$ cat src/rtl/pulsar_pkg.sv
// ============================================================================
// Module  : pulsar_pkg
// Brief   : Shared constants and types for the pulsar emulation / timing chain.
// Revision: 1.0 - initial release
// ============================================================================
`default_nettype none

package pulsar_pkg;

  localparam int BIN_W      = 10;
  localparam int CNT_W      = 32;
  localparam int WID_W      = 16;
  localparam int NBINS      = 1 << BIN_W;
  localparam int MIN_PERIOD = NBINS;

  typedef enum logic [1:0] {
    IDLE  = 2'd0,
    ARMED = 2'd1,
    RUN   = 2'd2
  } ptg_state_t;

  typedef struct packed {
    logic [CNT_W-1:0] period;
    logic [CNT_W-1:0] epoch;
    logic [WID_W-1:0] width;
  } cfg_t;

endpackage

`default_nettype wire

$ cat src/rtl/pulse_train_generator_if.sv
// ============================================================================
// Module  : pulse_train_generator_if
// Brief   : Configuration handshake bundle for the pulse train generator.
// Revision: 1.0 - initial release
// ============================================================================
`default_nettype none

interface pulse_train_generator_if #(
  parameter int CNT_W = 32,
  parameter int WID_W = 16
);
  logic             cfg_valid;
  logic             cfg_ready;
  logic [CNT_W-1:0] cfg_period;
  logic [CNT_W-1:0] cfg_epoch;
  logic [WID_W-1:0] cfg_width;
  logic             cfg_err;

  modport master (
    output cfg_valid, cfg_period, cfg_epoch, cfg_width,
    input  cfg_ready, cfg_err
  );

  modport slave (
    input  cfg_valid, cfg_period, cfg_epoch, cfg_width,
    output cfg_ready, cfg_err
  );
endinterface

`default_nettype wire

$ cat src/rtl/phase_bin_tracker.sv
// ============================================================================
// Module  : phase_bin_tracker
// Brief   : Incremental divider giving floor(t * 2**BIN_W / period) per step.
// Revision: 1.0 - initial release
// ============================================================================
`default_nettype none

module phase_bin_tracker #(
  parameter int CNT_W = 32,
  parameter int BIN_W = 10
) (
  input  wire logic             clk,
  input  wire logic             rst,
  input  wire logic             i_clear,
  input  wire logic             i_advance,
  input  wire logic [CNT_W-1:0] i_period,
  output logic      [BIN_W-1:0] o_bin,
  output logic      [CNT_W:0]   o_rem
);

  localparam logic [CNT_W:0] NBINS_EXT = (CNT_W+1)'(2**BIN_W);

  logic [BIN_W-1:0] r_bin;
  logic [CNT_W:0]   r_rem;
  logic [CNT_W:0]   w_rem_add;
  logic             w_wrap;

  // period >= 2**BIN_W bounds rem below period, so one subtract suffices
  assign w_rem_add = r_rem + NBINS_EXT;
  assign w_wrap    = (w_rem_add >= {1'b0, i_period});

  always_ff @(posedge clk or posedge rst) begin
    if (rst) begin
      r_bin <= '0;
      r_rem <= '0;
    end else if (i_clear) begin
      r_bin <= '0;
      r_rem <= '0;
    end else if (i_advance) begin
      if (w_wrap) begin
        r_rem <= w_rem_add - {1'b0, i_period};
        r_bin <= r_bin + 1'b1;
      end else begin
        r_rem <= w_rem_add;
      end
    end
  end

  assign o_bin = r_bin;
  assign o_rem = r_rem;

  a_bin_no_overflow: assert property (@(posedge clk) disable iff (rst)
    (i_advance && !i_clear && w_wrap) |-> (r_bin != '1));

endmodule

`default_nettype wire

$ cat src/rtl/pulse_train_generator.sv
// ============================================================================
// Module  : pulse_train_generator
// Brief   : Synthetic pulsar source: periodic pulse train with phase bin output.
// Revision: 1.0 - initial release
// ============================================================================
`default_nettype none

module pulse_train_generator
  import pulsar_pkg::*;
#(
  parameter int CNT_W = pulsar_pkg::CNT_W,
  parameter int BIN_W = pulsar_pkg::BIN_W,
  parameter int WID_W = pulsar_pkg::WID_W
) (
  input  wire logic             clk,
  input  wire logic             rst,
  input  wire logic             i_enable,
  input  wire logic             i_stop,
  pulse_train_generator_if.slave cfg,
  output logic                  o_pulse_start,
  output logic                  o_pulse_out,
  output logic      [BIN_W-1:0] o_phase_bin,
  output logic      [CNT_W-1:0] o_pulse_count,
  output logic                  o_busy
);

  localparam logic [CNT_W-1:0] MIN_P = CNT_W'(2**BIN_W);

  ptg_state_t       r_state, w_state_nxt;
  logic [CNT_W-1:0] r_period, w_period_nxt;
  logic [WID_W-1:0] r_width, w_width_nxt;
  logic [CNT_W-1:0] r_epoch_cnt, w_epoch_nxt;
  logic [CNT_W-1:0] r_t, w_t_nxt;
  logic             r_pulse_start, w_ps_nxt;
  logic             r_pulse_out, w_po_nxt;
  logic [BIN_W-1:0] r_phase_bin, w_bin_nxt;
  logic [CNT_W-1:0] r_pulse_count, w_cnt_nxt;
  logic             r_cfg_ready, r_cfg_err, w_err_nxt;
  logic             r_busy;
  logic             w_cfg_ok, w_trk_clear, w_trk_adv;
  logic [BIN_W-1:0] w_trk_bin;
  logic [CNT_W:0]   w_trk_rem;

  assign w_cfg_ok = (cfg.cfg_period >= MIN_P) && (cfg.cfg_width != '0) &&
                    (CNT_W'(cfg.cfg_width) < cfg.cfg_period);

  phase_bin_tracker #(.CNT_W(CNT_W), .BIN_W(BIN_W)) u_tracker (
    .clk      (clk),
    .rst      (rst),
    .i_clear  (w_trk_clear),
    .i_advance(w_trk_adv),
    .i_period (r_period),
    .o_bin    (w_trk_bin),
    .o_rem    (w_trk_rem)
  );

  always_comb begin
    w_state_nxt  = r_state;
    w_period_nxt = r_period;
    w_width_nxt  = r_width;
    w_epoch_nxt  = r_epoch_cnt;
    w_t_nxt      = r_t;
    w_ps_nxt     = 1'b0;
    w_po_nxt     = 1'b0;
    w_bin_nxt    = r_phase_bin;
    w_cnt_nxt    = r_pulse_count;
    w_err_nxt    = 1'b0;
    w_trk_clear  = 1'b0;
    w_trk_adv    = 1'b0;
    case (r_state)
      IDLE: begin
        if (cfg.cfg_valid) begin
          if (w_cfg_ok) begin
            w_period_nxt = cfg.cfg_period;
            w_width_nxt  = cfg.cfg_width;
            w_epoch_nxt  = cfg.cfg_epoch;
            w_cnt_nxt    = '0;
            w_state_nxt  = ARMED;
          end else begin
            w_err_nxt = 1'b1;
          end
        end
      end
      ARMED: begin
        if (i_stop) begin
          w_state_nxt = IDLE;
          w_bin_nxt   = '0;
        end else if (i_enable) begin
          if (r_epoch_cnt != '0) begin
            w_epoch_nxt = r_epoch_cnt - 1'b1;
          end else begin
            w_state_nxt = RUN;
            w_t_nxt     = '0;
            w_bin_nxt   = '0;
            w_trk_clear = 1'b1;
          end
        end
      end
      RUN: begin
        if (i_stop) begin
          w_state_nxt = IDLE;
          w_bin_nxt   = '0;
        end else if (i_enable) begin
          // outputs describe cycle t; counters then step to t+1
          w_ps_nxt  = (r_t == '0);
          w_po_nxt  = (r_t < CNT_W'(r_width));
          w_bin_nxt = w_trk_bin;
          if (w_ps_nxt) w_cnt_nxt = r_pulse_count + 1'b1;
          if (r_t == r_period - 1'b1) begin
            w_t_nxt     = '0;
            w_trk_clear = 1'b1;
          end else begin
            w_t_nxt   = r_t + 1'b1;
            w_trk_adv = 1'b1;
          end
        end
      end
      default: w_state_nxt = IDLE;
    endcase
  end

  always_ff @(posedge clk or posedge rst) begin
    if (rst) begin
      r_state       <= IDLE;
      r_period      <= '0;
      r_width       <= '0;
      r_epoch_cnt   <= '0;
      r_t           <= '0;
      r_pulse_start <= 1'b0;
      r_pulse_out   <= 1'b0;
      r_phase_bin   <= '0;
      r_pulse_count <= '0;
      r_cfg_ready   <= 1'b1;
      r_cfg_err     <= 1'b0;
      r_busy        <= 1'b0;
    end else begin
      r_state       <= w_state_nxt;
      r_period      <= w_period_nxt;
      r_width       <= w_width_nxt;
      r_epoch_cnt   <= w_epoch_nxt;
      r_t           <= w_t_nxt;
      r_pulse_start <= w_ps_nxt;
      r_pulse_out   <= w_po_nxt;
      r_phase_bin   <= w_bin_nxt;
      r_pulse_count <= w_cnt_nxt;
      r_cfg_ready   <= (w_state_nxt == IDLE);
      r_cfg_err     <= w_err_nxt;
      r_busy        <= (w_state_nxt != IDLE);
    end
  end

  assign cfg.cfg_ready = r_cfg_ready;
  assign cfg.cfg_err   = r_cfg_err;
  assign o_pulse_start = r_pulse_start;
  assign o_pulse_out   = r_pulse_out;
  assign o_phase_bin   = r_phase_bin;
  assign o_pulse_count = r_pulse_count;
  assign o_busy        = r_busy;

  a_rem_bound: assert property (@(posedge clk) disable iff (rst)
    (r_state == RUN) |-> (w_trk_rem < {1'b0, r_period}));

endmodule

`default_nettype wire

$ cat src/flat_wrapper.sv
// flat-port wrapper written by rule: the top's interface ports become plain ports
module pulse_train_generator_flat import pulsar_pkg::*;
#(
  parameter int CNT_W = pulsar_pkg::CNT_W,
  parameter int BIN_W = pulsar_pkg::BIN_W,
  parameter int WID_W = pulsar_pkg::WID_W
)
  (clk, rst, i_enable, i_stop, o_pulse_start, o_pulse_out, o_phase_bin, o_pulse_count, o_busy, cfg_cfg_valid, cfg_cfg_period, cfg_cfg_epoch, cfg_cfg_width, cfg_cfg_ready, cfg_cfg_err);
  pulse_train_generator_if #(.CNT_W(CNT_W), .WID_W(WID_W)) cfg_i ();
  input  wire logic clk;
  input  wire logic rst;
  input  wire logic i_enable;
  input  wire logic i_stop;
  output logic o_pulse_start;
  output logic o_pulse_out;
  output logic      [BIN_W-1:0] o_phase_bin;
  output logic      [CNT_W-1:0] o_pulse_count;
  output logic o_busy;
  input wire logic [$bits(cfg_i.cfg_valid)-1:0] cfg_cfg_valid;
  input wire logic [$bits(cfg_i.cfg_period)-1:0] cfg_cfg_period;
  input wire logic [$bits(cfg_i.cfg_epoch)-1:0] cfg_cfg_epoch;
  input wire logic [$bits(cfg_i.cfg_width)-1:0] cfg_cfg_width;
  output wire logic [$bits(cfg_i.cfg_ready)-1:0] cfg_cfg_ready;
  output wire logic [$bits(cfg_i.cfg_err)-1:0] cfg_cfg_err;
  assign cfg_i.cfg_valid = cfg_cfg_valid;
  assign cfg_i.cfg_period = cfg_cfg_period;
  assign cfg_i.cfg_epoch = cfg_cfg_epoch;
  assign cfg_i.cfg_width = cfg_cfg_width;
  assign cfg_cfg_ready = cfg_i.cfg_ready;
  assign cfg_cfg_err = cfg_i.cfg_err;
  pulse_train_generator #(.CNT_W(CNT_W), .BIN_W(BIN_W), .WID_W(WID_W)) u_core (.clk(clk), .rst(rst), .i_enable(i_enable), .i_stop(i_stop), .cfg(cfg_i), .o_pulse_start(o_pulse_start), .o_pulse_out(o_pulse_out), .o_phase_bin(o_phase_bin), .o_pulse_count(o_pulse_count), .o_busy(o_busy));
endmodule
$ cat config.mk
export PLATFORM = sky130hd
export DESIGN_NAME = pulse_train_generator_flat
export DESIGN_NICKNAME = d
export VERILOG_FILES = /design/src/rtl/pulsar_pkg.sv /design/src/rtl/pulse_train_generator_if.sv /design/src/rtl/phase_bin_tracker.sv /design/src/rtl/pulse_train_generator.sv /design/src/flat_wrapper.sv
export SDC_FILE = /design/constraint.sdc
export NUM_CORES = 1
export LEC_CHECK = 0
export CORE_ASPECT_RATIO = 1.75
export CORE_MARGIN = 2
export CORE_UTILIZATION = 32
export CTS_BUF_LIST = sky130_fd_sc_hd__clkbuf_4
export DETAILED_ROUTE_END_ITERATION = 10
export REMOVE_ABC_BUFFERS = 1
export SLEW_MARGIN = 0
export SYNTH_ARGS = -nofsm -noshare
export SYNTH_HDL_FRONTEND = slang
export SYNTH_SLANG_ARGS = --single-unit
$ cat constraint.sdc
create_clock -name clk -period 7.9 [get_ports clk]
set_input_delay 1.58 -clock clk [delete_from_list [all_inputs] [get_ports clk]]
set_output_delay 1.58 -clock clk [all_outputs]
set_load 0.02 [all_outputs]
=== Word level (Yosys, flattened, before mapping) ===
Cells that the tools add are included.

* Flip-flop bits (word level): 204
* Output and inout port bits: 47
* Logic and storage cells: 117

* $add $sub $neg: 7
* Magnitude comparators: 4
* Equality and inequality tests: 15
* Mux-type cells: 58
* Reduce and logical (&&, ||, !) cells: 19

{| class="wikitable"
|+ Operator list
! kind !! number
|-
| 32-bit two-way mux || 16
|-
| 32-bit case mux with 2 select lines || 3
|-
| 33-bit two-way mux || 3
|-
| 10-bit two-way mux || 8
|-
| 32-bit by 1-bit adder with 32-bit output, second input constant || 2
|-
| 32-bit by 1-bit subtractor with 32-bit output, second input constant || 2
|-
| 33-bit by 11-bit adder with 33-bit output, second input constant || 1
|-
| 33-bit by 32-bit greater-or-equal comparator with 1-bit output || 1
|-
| 33-bit by 32-bit subtractor with 33-bit output || 1
|-
| 32-bit == test || 1
|-
| 32-bit by 11-bit greater-or-equal comparator with 1-bit output, second input constant || 1
|-
| 32-bit logical NOT || 1
|-
| 16-bit by 32-bit < comparator with 1-bit output || 1
|-
| 32-bit by 16-bit < comparator with 1-bit output || 1
|-
| 32-bit nonzero test || 1
|-
| 10-bit case mux with 2 select lines || 1
|-
| 1-bit two-way mux || 19
|-
| 6-bit AND reduction || 3
|-
| 16-bit nonzero test || 1
|-
| 2-bit two-way mux || 6
|-
| 2-bit inequality test, second input constant || 6
|-
| 2-bit nonzero test || 6
|-
| 10-bit by 1-bit adder with 10-bit output, second input constant || 1
|-
| 3-bit inequality test, second input constant || 3
|-
| other kinds (10) || 14
|}

=== Longest topological paths before layout ===
* Depth after elaboration: 8
* Depth in mapped cells: 18
* Mapped depth without buffers: 17

=== Cells and area by module ===
Synthesis repeated with hierarchy kept, for this count alone.

* Cell total of the unflattened synthesis: 1716
* Area, all modules: 14575.2 µm²

{| class="wikitable"
|+ By module, submodules not included
! module !! times used !! cells an instance !! area an instance (µm²) !! seq. area each (µm²)
|-
| pulse_train_generator || 1 || 1176 || 10259.8 || 4030.1
|-
| phase_bin_tracker || 1 || 540 || 4315.4 || 1076.0
|}

=== Least setup slack after synthesis ===
Ideal clock, no wire load.

* Path kind: reg-to-reg
* From: register u_core.u_tracker.r_rem[12] (netlist: u_core.u_tracker.o_rem[12])
* To: register u_core.u_tracker.r_bin[7] (netlist: u_core.u_tracker.o_bin[7])
* Data arrival time: 4212 ps
* Data required time: 7759 ps
* Setup slack: 3547 ps
* Cell stages (with the launch flop): 19
* Period minus slack after synthesis: 4353 ps
* Path through: dfrtp_1 -> and3_1 -> nand3_1 -> nor2_1 -> nand2_1 -> nor2_1 -> nand3_1 -> xnor2_1 -> ha_1 -> nand3_1 -> nor3_1 -> nand3_1 -> a211oi_1 -> a211oi_1 -> o211a_1 -> clkbuf_1 -> a2111oi_0 -> a31o_2 -> a21oi_1

* Cells in the longest elaborated chain, start to end: 4

{| class="wikitable"
|+ RTL lines
! what !! line !! text
|-
| start: declaration || phase_bin_tracker.sv:24 || <nowiki>logic [CNT_W:0] r_rem;</nowiki>
|-
| start signal: assignment || phase_bin_tracker.sv:41 || <nowiki>r_rem <= w_rem_add - {1'b0, i_period};</nowiki>
|-
| start signal: assignment || phase_bin_tracker.sv:44 || <nowiki>r_rem <= w_rem_add;</nowiki>
|-
| 33-bit by 11-bit adder with 33-bit output || phase_bin_tracker.sv:29 || <nowiki>assign w_rem_add = r_rem + NBINS_EXT;</nowiki>
|-
| 33-bit by 32-bit greater-or-equal comparator with 1-bit output || phase_bin_tracker.sv:30 || <nowiki>assign w_wrap = (w_rem_add >= {1'b0, i_period});</nowiki>
|-
| 2-bit nonzero test (no line) || n/a ||
|-
| 2-bit AND reduction (no line) || n/a ||
|-
| end signal: assignment || phase_bin_tracker.sv:42 || <nowiki>r_bin <= r_bin + 1'b1;</nowiki>
|-
| end: declaration || phase_bin_tracker.sv:23 || <nowiki>logic [BIN_W-1:0] r_bin;</nowiki>
|}

Every way passes these cells.
A chain may end at the register's enable or synchronous reset.

=== Worst setup path after layout ===
* From: register u_core.u_tracker.r_rem[12] (netlist: u_core.u_tracker.o_rem[12])
* To: register u_core.u_tracker.r_rem[2] (netlist: u_core.u_tracker.o_rem[2])

* Cells in the longest elaborated chain, start to end: 5

{| class="wikitable"
|+ RTL lines
! what !! line !! text
|-
| 33-bit by 11-bit adder with 33-bit output || phase_bin_tracker.sv:29 ||
|-
| 33-bit by 32-bit greater-or-equal comparator with 1-bit output || phase_bin_tracker.sv:30 ||
|-
| 33-bit two-way mux || phase_bin_tracker.sv:40 || <nowiki>if (w_wrap) begin</nowiki>
|-
| 33-bit two-way mux || phase_bin_tracker.sv:39 || <nowiki>end else if (i_advance) begin</nowiki>
|-
| 33-bit two-way mux || phase_bin_tracker.sv:36 || <nowiki>end else if (i_clear) begin</nowiki>
|}

Every way passes these cells. The select of a mux whose other input is x is not followed.

==> reports/metrics.cfg <==
[status]
status=finished, final reports clean

[grt]
overflow=0
grt_max_degree=134
antenna_found_initial=3
grt_use_total_pct=19.7
grt_pass1_wl_um=74900
grt_pass1_vias=14200

[floorplan]
rows=103
die_area_um2=47500
die_w_um=166
start_util_pct=32.4
die_y_um=287
coreArea_um2=45100
ios=132

[timing]
period_minus_slack_ns=5.19
finalCritPeriodShare_pct=65.7
finalMaxSlewViolations=0
final.setup.tns_ns=0
fmax_ghz=0.193
tightest_slew_ns=1.15
finClkSkew_ns=0.0928
hold_viol=0
relSlewSlack_pct=23.2
setup_viol=0
grt_setup_unrepaired=no
layout_setup_ws_ns=2.71

[yosys]
ys_types=76
ys_seq_area_share_pct=34.9
yosys_warnings=0
synth_top_area_share_pct=34.8
ys_ff_latch=204
synth_ff_type=dfrtp_1
synth_area_leader_cell=dfrtp_1
post_synth.cell_area_avg_um2=8.26
netlist_area_um2=14600
synth-edff-count=0
synth_cells=1769
netlist_top_cells_area=dfrtp_1 (35%), ha_1 (6.3%), nand2_1 (5.0%), a21oi_1 (4.3%), o21ai_0 (4.1%)
async_reset_ff_share_pct=100

[route]
drt_iter0_markers=790
drc=0
wire_per_inst_um=18.5
ant_nets=0
drt_first_pass_iters=5
vias=14000
drt-total-wl_um=46400
vias_per_cell=5.60

[worst_setup_path]
cp.arrival_ns=5.78
slowest_delay_ns=0.62
start_kind=register
critical_path_class=register to register
path_max_fanout=12
r2r_slack_ns=2.71
cp_cell_sequence=and3_1 > nand3_1 > nor2_1 > nand2_1 > nor2_1 > nand3_1 > xnor2_1 > ha_1 > nand3_1 > nor3_1 > nand2_1 > nor4_1 > nor3_1 > o211a_1 > a211oi_1 > nor2_2 > a22o_1
cp_slowest_cell=a211oi_1
cp.required_ns=8.49
timing.rr.end=u_core.u_tracker.o_rem[2]$_DFFE_PP0P_
setup.worst_path.start=u_core.u_tracker.o_rem[12]$_DFFE_PP0P_
end_kind=register
rr_worst_depth=17
r2r-start=u_core.u_tracker.o_rem[12]$_DFFE_PP0P_
endpoint=u_core.u_tracker.o_rem[2]$_DFFE_PP0P_
crit_top_cell=nand3_1

[finish]
drive_above_1_share_pct=8.48
fill_cells=4656
stdcell_count=2501
fin_util_pct=37.9
syn2layout_area_growth_pct=17.1
finalInstanceArea_um2=17100
nNetsFinal=2046

[place]
dp_hpwl_um=34300
globalplace.congestion=0.926
dp_slack_ns=2.33
post_dp_cell_area_um2=16400
port_buffers=131
place_inst=2407

[power_and_ir_drop]
ir_drop_uv=118
power.density_nw_per_um2=249
clockPowerShare_pct=22.2
p_comb_share_pct=41.1
p_leak_nw=7.29
p_sw_mw=1.86
p_seq_share_pct=36.7
switching_share_pct=43.6
internal_power_mw=2.40

[clocking]
post-cts-setup-buffers=0
cts_tree=done
h-tree-depth=2
cts_resized=0
cts_buffers=55
insertion_delay_ns=0.78
cts_sinks=204
clkSlewWorstSetupHoldPaths_ns=0.07
hold_buffers=0
clock-root-buffer=clkbuf_4
clockBufferDepth=3

[hold_path]
min_path_type=register to register

[job]
maxCapViolCount=0

==> worst min path at each step <==
stage / start / end / slack, ns / cells past startpoint
2_1_floorplan: u_core.u_tracker.o_rem[0]$_DFFE_PP0P_ / u_core.u_tracker.o_rem[0]$_DFFE_PP0P_ / 0.46 / 1
3_3_place_gp: u_core.u_tracker.o_rem[0]$_DFFE_PP0P_ / u_core.u_tracker.o_rem[0]$_DFFE_PP0P_ / 0.48 / 1
3_5_place_dp: u_core.u_tracker.o_rem[0]$_DFFE_PP0P_ / u_core.u_tracker.o_rem[0]$_DFFE_PP0P_ / 0.48 / 1
4_1_cts: u_core.u_tracker.o_rem[0]$_DFFE_PP0P_ / u_core.u_tracker.o_rem[0]$_DFFE_PP0P_ / 0.50 / 1
5_1_grt: u_core.r_width[14]$_DFFE_PP0P_ / u_core.r_width[14]$_DFFE_PP0P_ / 0.52 / 1
6_report: u_core.u_tracker.o_rem[0]$_DFFE_PP0P_ / u_core.u_tracker.o_rem[0]$_DFFE_PP0P_ / 0.50 / 1
==> through the flow <==
step | total power [mW] | hold slack, ns
CTS | 4.30 | 0.501
detailed placement | 3.32 | 0.478
global placement | 3.26 | 0.475
finish | 4.26 | 0.500
global route | 4.58 | 0.516
floorplan | 2.75 | 0.456
==> cells in the final DEF, fill, tap and decap left out, drive strengths merged, types with 6 or more instances in the layout <==
cell type and n:
or4 13, o21ai 123, o211ai 31, a2111oi 6, nor3 61, o31ai 7
a211oi 12, buf 15, nand3b 9, dfrtp 203, ha 73, inv 114
xor2 34, a21o 37, nor4 46, a21oi 125, nor2 102, nand4 43
and3 38, a31oi 10, nand2 197, xnor2 48, clkbuf 80, clkdlybuf4s50 131
nand2b 19, nor2b 10, mux2 35, nand3 95, clkinv 11, o22ai 16
nand4b 14, and4 6, a22o 28, o21a 8, or3 14, a211o 11
and2 13, mux2i 11
==> final cells by class <==
cell class	count	area, um^2	share of cell area (%)
clock buffers	80	601	3.51
multi-input cells	1367	8760	51.2
diodes	2	5.00	0.0292
well taps	577	722	4.22
inverters	113	432	2.52
clock inverters	12	58.8	0.344
repair buffers	146	1420	8.32
flip-flops and latches	204	5110	29.8
==> cells by family (layout without fill, tap and decap cells) <==
group,count (synthesis),after routing,synth area share [%]
and+or+nand+nor,692,692,24.3
AOI/OAI and AO/OA,473,473,20.9
DFF,204,204,34.9
buffers and inverters,198,351,5.17
xor gates and xnor gates,82,82,4.92
adders and majority gates,74,74,6.39
muxes,46,46,3.45
other,0,2,0
==> power groups by stage <==
stage | registers (mW) | clock network [mW] | logic, mW
2_1_floorplan | 1.47 | 0 | 1.27
3_3_place_gp | 1.57 | 0 | 1.70
3_5_place_dp | 1.57 | 0 | 1.75
4_1_cts | 1.56 | 0.991 | 1.75
5_1_grt | 1.59 | 1.04 | 1.96
6_report | 1.56 | 0.946 | 1.75
==> cells in the mapped netlist, drive strengths merged, types with 6 or more instances <==
library cell / count
o21a: 8
a21oi: 125
or3: 14
inv: 112
a31oi: 10
dfrtp: 203
o22ai: 16
a21o: 37
a211oi: 12
nor2b: 10
a2111oi: 6
buf: 13
a22o: 28
nand2b: 19
nand3b: 9
xnor2: 48
o211ai: 31
nand4b: 14
xor2: 34
nand2: 197
clkbuf: 72
and2: 13
ha: 73
nor4: 46
nor3: 61
a211o: 11
nand3: 95
or4: 13
o31ai: 7
and4: 6
nor2: 102
o21ai: 123
nand4: 43
and3: 38
mux2i: 11
mux2: 35
==> critical path, delay by kind of cell (launching register included) <==
kind,cells,cell delay [ns]
adders and majority gates,1,0.38
AOI/OAI and AO/OA,3,1.26
xor gates and xnor gates,1,0.16
and+or+nand+nor,12,2.86
DFF,1,0.41
==> sequential cells by signal, summed over array words and instances (netlist names) <==
register	cells
u_core.cfg.cfg_err	1
u_core.cfg.cfg_ready	1
u_core.o_busy	1
u_core.o_phase_bin	10
u_core.o_pulse_count	32
u_core.o_pulse_out	1
u_core.o_pulse_start	1
u_core.r_epoch_cnt	32
u_core.r_period	32
u_core.r_state	2
u_core.r_t	32
u_core.r_width	16
u_core.u_tracker.o_bin	10
u_core.u_tracker.o_rem	33
==> metal layers <==
layer	share of wire, %	track usage (%)
met2	53	36.3
met5	0.028	0
met4	4.9	9.76
met1	38	21.7
met3	4.4	2.70
No activity file was read; power rests on OpenSTA's default activity.
